===== src/rtl/ctrl_unit_fsm.sv =====
// Multicycle MIPS-subset control unit: Moore FSM driving datapath selects/enables.
// Define OPCODE_EXC_EN to trap illegal instructions through an EXC state.
module ctrl_unit_fsm #(
   parameter int unsigned MEM_WAIT = 2
) (
   input  logic       clk,
   input  logic       reset,
   input  logic [5:0] opcode,
   input  logic [5:0] funct,
   input  logic       zero,
   output logic       alu_src_a,
   output logic [1:0] alu_src_b,
   output logic [2:0] alu_op,
   output logic       iord,
   output logic       mem_wr,
   output logic       ir_write,
   output logic       pc_write,
   output logic       pc_write_cond,
   output logic [1:0] pc_source,
   output logic       reg_dst,
   output logic       mem_to_reg,
   output logic       reg_write
`ifdef OPCODE_EXC_EN
   ,
   output logic       exc_opcode
`endif
);

   localparam logic [5:0] OP_RTYPE = 6'h00;
   localparam logic [5:0] OP_ADDI  = 6'h08;
   localparam logic [5:0] OP_LW    = 6'h23;
   localparam logic [5:0] OP_SW    = 6'h2B;
   localparam logic [5:0] OP_BEQ   = 6'h04;
   localparam logic [5:0] OP_J     = 6'h02;

   localparam logic [2:0] ALU_IDLE = 3'b000;
   localparam logic [2:0] ALU_ADD  = 3'b001;
   localparam logic [2:0] ALU_SUB  = 3'b010;
   localparam logic [2:0] ALU_AND  = 3'b011;

   localparam logic [2:0] CNT_LAST = 3'(MEM_WAIT - 1);

   typedef enum logic [3:0] {
      S_RESET,
      S_FETCH,
      S_DECODE,
      S_MEMADR,
      S_MEMRD,
      S_MEMWB,
      S_MEMWR,
      S_EXEC_R,
      S_RWB,
      S_EXEC_I,
      S_IWB,
      S_BRANCH,
      S_JUMP,
      S_EXC
   } state_t;

   state_t     state_q, state_d;
   logic [2:0] cnt_q, cnt_d;
   logic [2:0] rop_q, rop_d;
   logic       ld_q, ld_d;
   logic       rst_done_q;
   logic       cnt_last;
   logic [2:0] funct_op;
   logic       funct_ok;
   logic       unused_zero;

   // zero gates the PC in the datapath via pc_write_cond, not here
   assign unused_zero = zero;
   assign cnt_last    = (cnt_q == CNT_LAST);

   always_comb begin
      funct_op = ALU_IDLE;
      case (funct)
         6'h20:   funct_op = ALU_ADD;
         6'h22:   funct_op = ALU_SUB;
         6'h24:   funct_op = ALU_AND;
         default: funct_op = ALU_IDLE;
      endcase
   end

   assign funct_ok = (funct_op != ALU_IDLE);

   always_ff @(posedge clk or negedge reset) begin
      if (!reset) begin
         state_q    <= S_RESET;
         cnt_q      <= '0;
         rop_q      <= ALU_IDLE;
         ld_q       <= 1'b0;
         rst_done_q <= 1'b0;
      end else begin
         state_q    <= state_d;
         cnt_q      <= cnt_d;
         rop_q      <= rop_d;
         ld_q       <= ld_d;
         rst_done_q <= 1'b1;
      end
   end

   // instruction fields are latched in DECODE so later states stay Moore
   always_comb begin
      rop_d = rop_q;
      ld_d  = ld_q;
      if (state_q == S_DECODE) begin
         rop_d = funct_op;
         ld_d  = (opcode == OP_LW);
      end
   end

   always_comb begin
      cnt_d = '0;
      if ((state_d == state_q) &&
          ((state_q == S_FETCH) || (state_q == S_MEMRD)))
         cnt_d = cnt_q + 3'd1;
   end

   always_comb begin
      state_d = state_q;
      unique case (state_q)
         S_RESET: begin
            // one idle edge after release before the first fetch
            if (rst_done_q)
               state_d = S_FETCH;
         end
         S_FETCH: begin
            if (cnt_last)
               state_d = S_DECODE;
         end
         S_DECODE: begin
            case (opcode)
               OP_RTYPE: begin
`ifdef OPCODE_EXC_EN
                  state_d = S_EXEC_R;
`else
                  state_d = funct_ok ? S_EXEC_R : S_FETCH;
`endif
               end
               OP_ADDI: state_d = S_EXEC_I;
               OP_LW:   state_d = S_MEMADR;
               OP_SW:   state_d = S_MEMADR;
               OP_BEQ:  state_d = S_BRANCH;
               OP_J:    state_d = S_JUMP;
               default: begin
`ifdef OPCODE_EXC_EN
                  state_d = S_EXC;
`else
                  state_d = S_FETCH;
`endif
               end
            endcase
         end
         S_MEMADR: state_d = ld_q ? S_MEMRD : S_MEMWR;
         S_MEMRD: begin
            if (cnt_last)
               state_d = S_MEMWB;
         end
         S_MEMWB:  state_d = S_FETCH;
         S_MEMWR:  state_d = S_FETCH;
         S_EXEC_R: begin
`ifdef OPCODE_EXC_EN
            state_d = funct_ok ? S_RWB : S_EXC;
`else
            state_d = S_RWB;
`endif
         end
         S_RWB:    state_d = S_FETCH;
         S_EXEC_I: state_d = S_IWB;
         S_IWB:    state_d = S_FETCH;
         S_BRANCH: state_d = S_FETCH;
         S_JUMP:   state_d = S_FETCH;
         S_EXC:    state_d = S_FETCH;
         default:  state_d = S_RESET;
      endcase
   end

   always_comb begin
      alu_src_a     = 1'b0;
      alu_src_b     = 2'b00;
      alu_op        = ALU_IDLE;
      iord          = 1'b0;
      mem_wr        = 1'b0;
      ir_write      = 1'b0;
      pc_write      = 1'b0;
      pc_write_cond = 1'b0;
      pc_source     = 2'b00;
      reg_dst       = 1'b0;
      mem_to_reg    = 1'b0;
      reg_write     = 1'b0;
      unique case (state_q)
         S_FETCH: begin
            alu_src_b = 2'b01;
            alu_op    = ALU_ADD;
            if (cnt_last) begin
               ir_write = 1'b1;
               pc_write = 1'b1;
            end
         end
         S_DECODE: begin
            alu_src_b = 2'b11;
            alu_op    = ALU_ADD;
         end
         S_MEMADR, S_EXEC_I: begin
            alu_src_a = 1'b1;
            alu_src_b = 2'b10;
            alu_op    = ALU_ADD;
         end
         S_MEMRD: iord = 1'b1;
         S_MEMWB: begin
            mem_to_reg = 1'b1;
            reg_write  = 1'b1;
         end
         S_MEMWR: begin
            iord   = 1'b1;
            mem_wr = 1'b1;
         end
         S_EXEC_R: begin
            alu_src_a = 1'b1;
            alu_op    = rop_q;
         end
         S_RWB: begin
            reg_dst   = 1'b1;
            reg_write = 1'b1;
            alu_op    = rop_q;
         end
         S_IWB: reg_write = 1'b1;
         S_BRANCH: begin
            alu_src_a     = 1'b1;
            alu_op        = ALU_SUB;
            pc_write_cond = 1'b1;
            pc_source     = 2'b01;
         end
         S_JUMP: begin
            pc_write  = 1'b1;
            pc_source = 2'b10;
         end
         S_EXC: begin
            pc_write  = 1'b1;
            pc_source = 2'b11;
         end
         default: alu_op = ALU_IDLE;
      endcase
   end

`ifdef OPCODE_EXC_EN
   always_comb exc_opcode = (state_q == S_EXC);
`endif

endmodule


===== config.mk =====
export PLATFORM = sky130hd
export DESIGN_NAME = ctrl_unit_fsm
export DESIGN_NICKNAME = d
export VERILOG_FILES = /design/src/rtl/ctrl_unit_fsm.sv
export SDC_FILE = /design/constraint.sdc
export NUM_CORES = 1
export LEC_CHECK = 0
export CORE_AREA = 3 3 49 51
export CTS_CLUSTER_DIAMETER = 200
export DETAILED_ROUTE_END_ITERATION = 8
export DIE_AREA = 0 0 52 54
export HOLD_SLACK_MARGIN = 0.02
export PLACE_DENSITY = 0.84
export SYNTH_ARGS = -nofsm -noshare
export SYNTH_HDL_FRONTEND = slang
export SYNTH_SLANG_ARGS = --single-unit

===== constraint.sdc =====
create_clock -name clk -period 1.7 [get_ports clk]
set_input_delay 0.34 -clock clk [delete_from_list [all_inputs] [get_ports clk]]
set_output_delay 0.34 -clock clk [all_outputs]
set_load 0.005 [all_outputs]

# ---- After elaboration in Yosys (flattened, before gate mapping)
# Cells that the tools add are included.
# Widths: inputs -> output; s select.
dict set report word_totals {
  register_bits 12
  latch_bits 0
  ram_bits 0
  romBits 0
  n_memories 0
}
dict set report classes {
  add_sub_neg 1
  mul 0
  div 0
  magnitude_cmp 0
  n_eq_ne 23
  shifts 0
  n_mux 22
  n_bitwise 0
  reduce_logical 14
}
# cell n
set op_table {}
lappend op_table {{$pmux 4 s8} 1}
lappend op_table {{$eq 6x6->1 const B} 5}
lappend op_table {{$eq 4x4->1 const B} 6}
lappend op_table {{$pmux 4 s5} 1}
lappend op_table {{$pmux 2 s3} 3}
lappend op_table {{$eq 4x3->1 const B} 4}
lappend op_table {{$mux 4} 3}
lappend op_table {{$reduce_or 2->1} 5}
lappend op_table {{$mux 1} 9}
lappend op_table {{$pmux 3 s3} 1}
lappend op_table {{$eq 4x2->1 const B} 2}
lappend op_table {{$reduce_or 4->1} 2}
lappend op_table {{$reduce_or 7->1} 1}
lappend op_table {{$eq 6x2->1 const B} 1}
lappend op_table {{$eq 6x3->1 const B} 1}
lappend op_table {{$eq 6x4->1 const B} 1}
lappend op_table {{$logic_not 6->1} 1}
lappend op_table {{$mux 3} 2}
lappend op_table {{$eq 4x1->1 const B} 1}
lappend op_table {{$eq 4x4->1} 1}
lappend op_table {{$logic_not 4->1} 1}
lappend op_table {{$add 3x1->3 const B} 1}
lappend op_table {{$eq 3x1->1 const B} 1}
lappend op_table {{$reduce_bool 3->1} 1}
lappend op_table {{5 further kinds} 5}

# ---- Logic depth before layout (Yosys ltp)
# Gate-level depths: netlist of run 1.
dict set report depth {
  ltp_word 9
  ltp_mapped 6
  mapped_depth_nobuf 6
}

# ---- Worst setup path after synthesis of run 1
# OpenSTA, ideal clock, no wires.
dict set report synth_path {
  kind {register to output}
  startpoint {register cnt_q[1]}
  endpoint {output port pc_write}
  arrival_time_ns 1.286
  t_required_ns 1.360
  slack_ns 0.074
  path_stages_with_launch 6
  n_path_buf 0
  path_cell_list {dfrtp_1 > inv_1 > ha_1 > nor2b_1 > nor4b_1 > or2_1}
}
dict set report synth_via {
  elab_chain_cells 3
}
# item line_no
set synth_lines {}
lappend synth_lines {{start: declaration} 61} ;# logic [2:0] cnt_q, cnt_d;
lappend synth_lines {{start signal: assignment} 95} ;# cnt_q <= cnt_d;
lappend synth_lines {{$eq 3x1->1} 72} ;# assign cnt_last = (cnt_q == CNT_LAST);
lappend synth_lines {{$mux 1} 195} ;# if (cnt_last) begin
lappend synth_lines {{$pmux 1 s2} 191} ;# unique case (state_q)
lappend synth_lines {{end: declaration} 17} ;# output logic pc_write,
# No other way between the ends.

# ---- Worst setup path in the final report of run 1
dict set report layout_path {
  startpoint {register state_q[3]}
  endpoint {output port alu_op[1]}
}
dict set report layout_via {
  elab_chain_cells 3
  elab_cells_between_ends 10
  cone_classes {7 x eq/ne; 1 x mux; 2 x reduce/logical}
}
# item line_no
set layout_lines {}
lappend layout_lines {{start: declaration} 60} ;# state_t state_q, state_d;
lappend layout_lines {{start signal: assignment} 94} ;# state_q <= state_d;
lappend layout_lines {{$eq 4x2->1, or another cell as far along} 191}
lappend layout_lines {{$reduce_or 4->1 (no line) or $reduce_or 2->1 (tied branches)} --}
lappend layout_lines {{$pmux 3 s3 *} 191}
lappend layout_lines {{end: declaration} 13} ;# output logic [2:0] alu_op,
# Mark *: on every way between the ends. The rest lies on a longest branch, timed or not.

==> results.sh, run 1 <==
export IMPL_grt_pass1_wl_um=4581
export IMPL_drv_cap=0
export IMPL_cts_num_sinks=11
export IMPL_status="complete, but fails checks"
export IMPL_period_share_pct=110.8
export IMPL_vias=1141
export IMPL_grt_pass1_vias=1037
export IMPL_yosysSeqAreaShare_pct=31.79
export IMPL_start_kind="register"
export IMPL_port_buffers=28
export IMPL_required_ns=1.36
export IMPL_avgViaCountPerCell=5.433
export IMPL_first_iter_violations=41
export IMPL_async_reset_ff_share_pct=100.0
export IMPL_track_usage_pct=22.14
export IMPL_syn_to_final_growth_pct=88.44
export IMPL_p_leak_nw=0.7627
export IMPL_r2r_start="cnt_q[0]"
export IMPL_syn_area_um2=865.8
export IMPL_finalMaxSlewViolations=0
export IMPL_cp_end_kind="output pin"
export IMPL_post_place_ws_ns=-0.2855
export IMPL_design_core_area_um2=1982
export IMPL_drt_total_wl_um=3264
export IMPL_arrival_ns=1.54
export IMPL_setup_worst_path_class="register to output pin"
export IMPL_cts_htree_levels=1
export IMPL_hold_viol=0
export IMPL_die_h_um=54
export IMPL_die_area_um2=2808
export IMPL_drive_gt1_share_pct=47.54
export IMPL_vdd_drop_max_mv=0.8892
export IMPL_cts_made_buffers=3
export IMPL_grt_overflow_total=0
export IMPL_cts_tree="built"
export IMPL_synth_warnings=0
export IMPL_syn_inst=109
export IMPL_synth_edf_count=0
export IMPL_startpoint="state_q[3]"
export IMPL_dp_cells=185
export IMPL_cts_buffer_depth=2
export IMPL_syn_mean_instance_area_um2=7.943
export IMPL_io_pins=31
export IMPL_placed_cell_area_um2=1356
export IMPL_syn_num_nets=126
export IMPL_drtAntennaViolNets=0
export IMPL_diodes=0
export IMPL_power_density_nw_per_um2=1437
export IMPL_ys_seq_elements=11
export IMPL_period_minus_slack_ns=1.883
export IMPL_initial_core_util_pct=43.69
export IMPL_antenna_found_initial=0
export IMPL_drc=0
export IMPL_num_rows=16
export IMPL_ys_types=40
export IMPL_instances_no_fill=210
export IMPL_crit_fanout=4
export IMPL_report_final_setup_viol=9
export IMPL_clockRootBuffer="clkbuf_4"
export IMPL_nets=201
export IMPL_wl_per_cell_um=15.54
export IMPL_place_gp_congestion=0.8491
export IMPL_dieWidth_um=52
export IMPL_dr_pass1_iters=4
export IMPL_grt_setup_unrepaired="true"
export IMPL_final_util_pct=82.32
export IMPL_fin_ws_ns=-0.1828
export IMPL_fmax_mhz=531.1
export IMPL_dp_hpwl_um=1890
export IMPL_clk_pin_slew_ns=0.07
export IMPL_fillers=115
export IMPL_ys_flop_type="dfrtp_1"
export IMPL_fin_area_um2=1632
export IMPL_violations="negative setup slack"
export IMPL_hp_class="primary input to asynchronous set/reset pin"
export IMPL_clk_latency_ns=0.27
export IMPL_grt_max_degree=12
export IMPL_p_total_w=0.002344
export IMPL_fin_worst_skew_ns=0.005865
## cell type report
type / count / area, µm² / share of cell area (%)
Tap cell: 27 / 33.78 / 2.071
Clock buffer: 4 / 26.28 / 1.610
Sequential cell: 11 / 277.8 / 17.02
Timing Repair Buffer: 78 / 651.9 / 39.95
Multi-Input combinational cell: 87 / 630.6 / 38.65
Inverter: 3 / 11.26 / 0.6902
## cell usage after synthesis (all sizes together), types with 3 or more instances
cell	instances	area share, %
o21ai	7	4.0
inv	3	1.3
nand2b	4	3.2
nand3	3	1.7
nor2b	3	2.2
a21oi	6	3.5
buf	7	4.3
nor2	15	6.5
dfrtp	11	32
xnor2	4	4.0
nor3	6	4.8
o22ai	3	2.2
nand2	9	4.2
## final timing paths
path	end	slack, ns	depth (start not counted)
worst max register to register	state_q[0]	0.05	7
worst min register to register	ld_q	0.50	2
max in group asynchronous	state_q[2]	0.96	1
worst min-delay path	state_q[0]	0.39	1
min in group clk	ld_q	0.50	2
worst max-delay path	alu_op[1]	-0.18	7
## cell families after synthesis
group,count (synthesis),share of synthesized area (%)
fa+ha+maj,2,2.890
compound gates,27,21.10
mux,1,1.156
other cells,2,0.8674
flops,11,31.79
simple gates,50,31.07
buf+inv,11,6.069
xor+xnor,5,5.058
## layout by cell type (no fill, tap or decap), types with 2 or more instances in the layout
master           Yosys  final
dfrtp_1             11      9
nor2b_1              3      2
and3_1               2      2
nand2_1              8      7
nor3_1               5      4
nand3_1              3      3
xnor2_1              4      3
nor2_1              15     13
clkdlybuf4s50_1      0     13
clkbuf_4             0      3
clkbuf_2             0      3
nor3_4               1      2
buf_2                6     10
a21oi_1              6      5
dfrtp_2              0      2
nand2b_4             0      2
nand2_2              1      2
conb_1               2      2
nand4b_1             2      2
buf_6                0     17
inv_1                3      3
buf_4                1     34
o22ai_1              3      2
o21ai_0              7      5
## state kept, by name (all words and copies together), names as in the netlist
signal      cells
cnt_q           3
rst_done_q      1
state_q         4
rop_q           2
ld_q            1
## routing by layer
layer / track usage (%) / vias up / share of wire (%)
met2: 42.89 / 47 / 52
met3: 1.662 / 4 / 5.2
met5: 0 / - / 0
met4: 9.170 / 0 / 1.6
li1: - / 535 / -
met1: 24.70 / 555 / 41
## metrics by stage
stage / hold WS, ns / TNS, ns
global route: 0.4317 / -1.197
finish: 0.3873 / -0.7780
floorplan: 0.04441 / 0
global placement: 0.4650 / -0.7588
CTS: 0.4057 / -0.3824
detailed placement: 0.4837 / -0.9882
## worst max-delay path, stage by stage, from the launching register on
cell	delay (ns)
dfrtp_2	0.45
buf_6	0.13
buf_6	0.11
nand2b_4	0.08
nor3_4	0.04
buf_4	0.13
a32o_1	0.20
buf_2	0.12
## power by group
| group | internal (W) | leakage [nW] | switching [W] | total (W) |
|---|---|---|---|---|
| clock network | 0.0000910 | 0.0150 | 0.0000881 | 0.000179 |
| registers | 0.000341 | 0.142 | 0.0000747 | 0.000416 |
| logic | 0.000953 | 0.606 | 0.000796 | 0.00175 |
| total | 0.00139 | 0.763 | 0.000959 | 0.00234 |
## what timing repair did
action	CTS	global route
buffers inserted	14	8
setup endpoints to repair	15	14
resized for setup	73	22
endpoints found under the hold margin	0	0
hold buffers	0	0
pin swaps	4	8
(Power assumes the default switching activity.)
==> run 2, diff against run 1 <==
--- a/config.mk
+++ b/config.mk
@@ -5,10 +5,11 @@
 export SDC_FILE = /design/constraint.sdc
 export NUM_CORES = 1
 export LEC_CHECK = 0
-export CORE_AREA = 3 3 49 51
+export ABC_AREA = 1
+export CORE_AREA = 3 3 48 50
 export CTS_CLUSTER_DIAMETER = 200
 export DETAILED_ROUTE_END_ITERATION = 8
-export DIE_AREA = 0 0 52 54
+export DIE_AREA = 0 0 51 53
 export HOLD_SLACK_MARGIN = 0.02
 export PLACE_DENSITY = 0.84
 export SYNTH_ARGS = -nofsm -noshare
==> run 2 against run 1 <==
Against the previous run:
- the flow still finishes with violations (negative setup slack)
- cell area rose by 2.7%
- maximum frequency fell by 1.2%
- critical path type unchanged
- combinational power barely moved
- critical path depth rose by 1
- largest cell class unchanged
- register-to-register slack got worse by 0.10 ns
- setup slack got worse by 0.022 ns
- via count rose by 3.1%
- critical endpoint is now alu_op[0]
- sequential share of layout area fell by 0.37 points
- synthesized area fell by 6.5%
- clock skew fell by 0.00094 ns
- die area fell by 3.7%
==> results.sh, run 2 <==
export IMPL_hold_viol=0
export IMPL_antenna_found_initial=0
export IMPL_pwr_share_comb_pct=74.2
export IMPL_ys_types=23
export IMPL_synth_most_common_cell="nand2_1"
export IMPL_syn_to_final_growth_pct=107.0
export IMPL_syn_num_nets=142
export IMPL_clkPwrFrac_pct=7.8
export IMPL_cts_tree="built"
export IMPL_report_final_setup_viol=16
export IMPL_clk_latency_ns=0.27
export IMPL_cp_end_kind="output pin"
export IMPL_internal_power_w=0.001319
export IMPL_syn_inst=125
export IMPL_grt_overflow_total=0
export IMPL_largest_reg_flops=4
export IMPL_period_share_pct=112.1
export IMPL_r2r_slack_ns=-0.05
export IMPL_avgViaCountPerCell=5.026
export IMPL_first_iter_violations=25
export IMPL_p_leak_nw=0.9562
export IMPL_top_regs="state_q (4), cnt_q (3), rop_q (2)"
export IMPL_clk_pin_slew_ns=0.07
export IMPL_most_common_layout_cells="buf_4, nand2_1, inv_1"
export IMPL_slew_limit_headroom_pct=65.64
export IMPL_drt_total_wl_um=3589
export IMPL_initial_core_util_pct=41.69
export IMPL_hold_buffers=0
export IMPL_yosys_top_cells_count="nand2_1, nor2_1, inv_1"
export IMPL_finalMaxSlewViolations=0
export IMPL_instances_no_fill=234
export IMPL_layout_commonest_cell="buf_4"
export IMPL_design_core_area_um2=1942
export IMPL_violations="negative setup slack"
export IMPL_drv_cap=0
export IMPL_cts_made_buffers=3
export IMPL_pwr_share_seq_pct=18.0
export IMPL_start_kind="register"
export IMPL_crit_fanout=3
export IMPL_vdd_drop_max_mv=0.8401
export IMPL_grt_pass1_vias=1220
export IMPL_grt_setup_unrepaired="true"
export IMPL_cts_buffer_depth=2
export IMPL_drtAntennaViolNets=0
export IMPL_dp_hpwl_um=1870
export IMPL_async_reset_ff_share_pct=100.0
export IMPL_arrival_ns=1.57
export IMPL_p_total_w=0.002329
export IMPL_synth_area_leaders="dfrtp_1, nand2_1, nor2_1"
export IMPL_synth_warnings=0
export IMPL_top_register="state_q"
export IMPL_grt_max_degree=12
export IMPL_die_h_um=53
export IMPL_synth_edf_count=0
export IMPL_hp_class="primary input to asynchronous set/reset pin"
export IMPL_drive_gt1_share_pct=50.72
export IMPL_status="complete, but fails checks"
export IMPL_diodes=0
export IMPL_yosysSeqAreaShare_pct=34.00
export IMPL_die_area_um2=2703
export IMPL_ys_seq_elements=11
export IMPL_cts_htree_levels=1
export IMPL_ys_flop_type="dfrtp_1"
export IMPL_power_density_nw_per_um2=1390
export IMPL_setup_worst_path_class="register to output pin"
export IMPL_r2r_start="state_q[2]"
export IMPL_startpoint="state_q[2]"
export IMPL_io_pins=31
export IMPL_synth_top_cell_area_share_pct=34.00
export IMPL_wl_per_cell_um=15.34
export IMPL_track_usage_pct=25.62
export IMPL_required_ns=1.36
export IMPL_fmax_mhz=524.9
export IMPL_fin_worst_skew_ns=0.004928
export IMPL_period_minus_slack_ns=1.905
export IMPL_drc=0
export IMPL_fin_ws_ns=-0.2052
export IMPL_dp_cells=200
export IMPL_cts_num_sinks=11
export IMPL_vias=1176
export IMPL_grt_pass1_wl_um=5202
export IMPL_p_sw_w=0.001011
export IMPL_dieWidth_um=51
export IMPL_num_rows=16
export IMPL_worstMarginPinSlew_ns=0.5138
export IMPL_syn_mean_instance_area_um2=6.476
export IMPL_dr_pass1_iters=4
export IMPL_clockRootBuffer="clkbuf_4"
export IMPL_yosysTopAreaCell="dfrtp_1"
export IMPL_place_gp_congestion=0.8848
export IMPL_switching_share_pct=43.39
export IMPL_port_buffers=28
export IMPL_nets=225
export IMPL_syn_area_um2=809.5
## run 2: cell types whose count changed in the layout (fill, tap and decap cells not counted), sizes merged, moves of 4 or more
cell | before | now
nor2 | 15 | 23
nand3 | 3 | 11
a21oi | 6 | 2
nand2 | 9 | 33
inv | 3 | 22
nand2b | 4 | 0
## run 2: power groups by stage
stage	Sequential (W)	Combinational (W)	Clock (W)
after floorplan	0.000416	0.000444	0
after global placement	0.000414	0.000960	0
after detailed placement	0.000419	0.000996	0
after CTS	0.000416	0.00148	0.000178
after global routing	0.000424	0.00183	0.000196
final	0.000419	0.00173	0.000182
## run 2: cell families (layout without fill, tap and decap cells)
| logic type | after synthesis | in the layout | share of synthesized area, % |
|---|---|---|---|
| buffers and inverters | 23 | 105 | 11.13 |
| XOR/XNOR | 1 | 1 | 1.082 |
| flip-flops | 11 | 11 | 34.00 |
| adder cells (fa/ha/maj) | 2 | 2 | 3.091 |
| other | 2 | 2 | 0.9277 |
| AO/OA/AOI/OAI | 12 | 12 | 8.656 |
| AND/OR/NAND/NOR | 74 | 74 | 41.11 |
## run 2: final timing paths
| check | cells past startpoint | to |
|---|---|---|
| setup / recovery | 8 | alu_op[0] |
| hold / removal | 1 | state_q[0] |
| setup reg to reg | 12 | cnt_q[2] |
| hold reg to reg | 2 | ld_q |
| max in group asynchronous | 1 | state_q[3] |
| min in group clk | 2 | ld_q |
## run 2: metal layers
layer | track usage [%] | share of wire (%) | up-vias
li1 | - | - | 552
met1 | 26.17 | 36 | 549
met2 | 52.36 | 53 | 60
met3 | 1.690 | 6.4 | 15
met4 | 11.21 | 4.1 | 0
met5 | 0 | 0 | -
## run 2: worst max-delay path, stage by stage (launching register included)
cell and delay (ns):
dfrtp_2 0.43, buf_6 0.13, nor2_4 0.15, nand2_4 0.08
nor2_4 0.14, buf_6 0.13, o21ai_2 0.05, nand3_1 0.07
buf_2 0.11
## run 2: timing repair
| action | CTS | global route |
|---|---|---|
| gates resized for setup | 89 | 25 |
| pin swaps | 12 | 11 |
| endpoints found under the setup margin | 15 | 21 |
| hold endpoints to repair | 0 | 0 |
| buffers inserted | 27 | 6 |
## run 2: per-stage QoR
stage               area (µm²)  hold slack (ns)  TNS, ns  util [%]  setup WS, ns
floorplan                809.5          0.04441        0         -        0.2891
global placement          1274           0.4679  -0.8079     65.59       -0.1587
detailed placement        1274           0.4751   -1.495     65.59       -0.2891
CTS                       1592           0.4247  -0.8138     81.96       -0.1787
global route              1675           0.4547   -2.553     86.28       -0.2525
finish                    1675           0.4033   -1.621     86.28       -0.2052
## run 2: layout make-up
| cell class | instances | area, µm² |
|---|---|---|
| Timing Repair Buffer | 79 | 663.1 |
| Multi-Input combinational cell | 91 | 590.6 |
| Sequential cell | 11 | 279.0 |
| Fill cell | 108 | 266.5 |
| Inverter | 22 | 82.58 |
| Tap cell | 27 | 33.78 |
| Clock buffer | 4 | 26.28 |
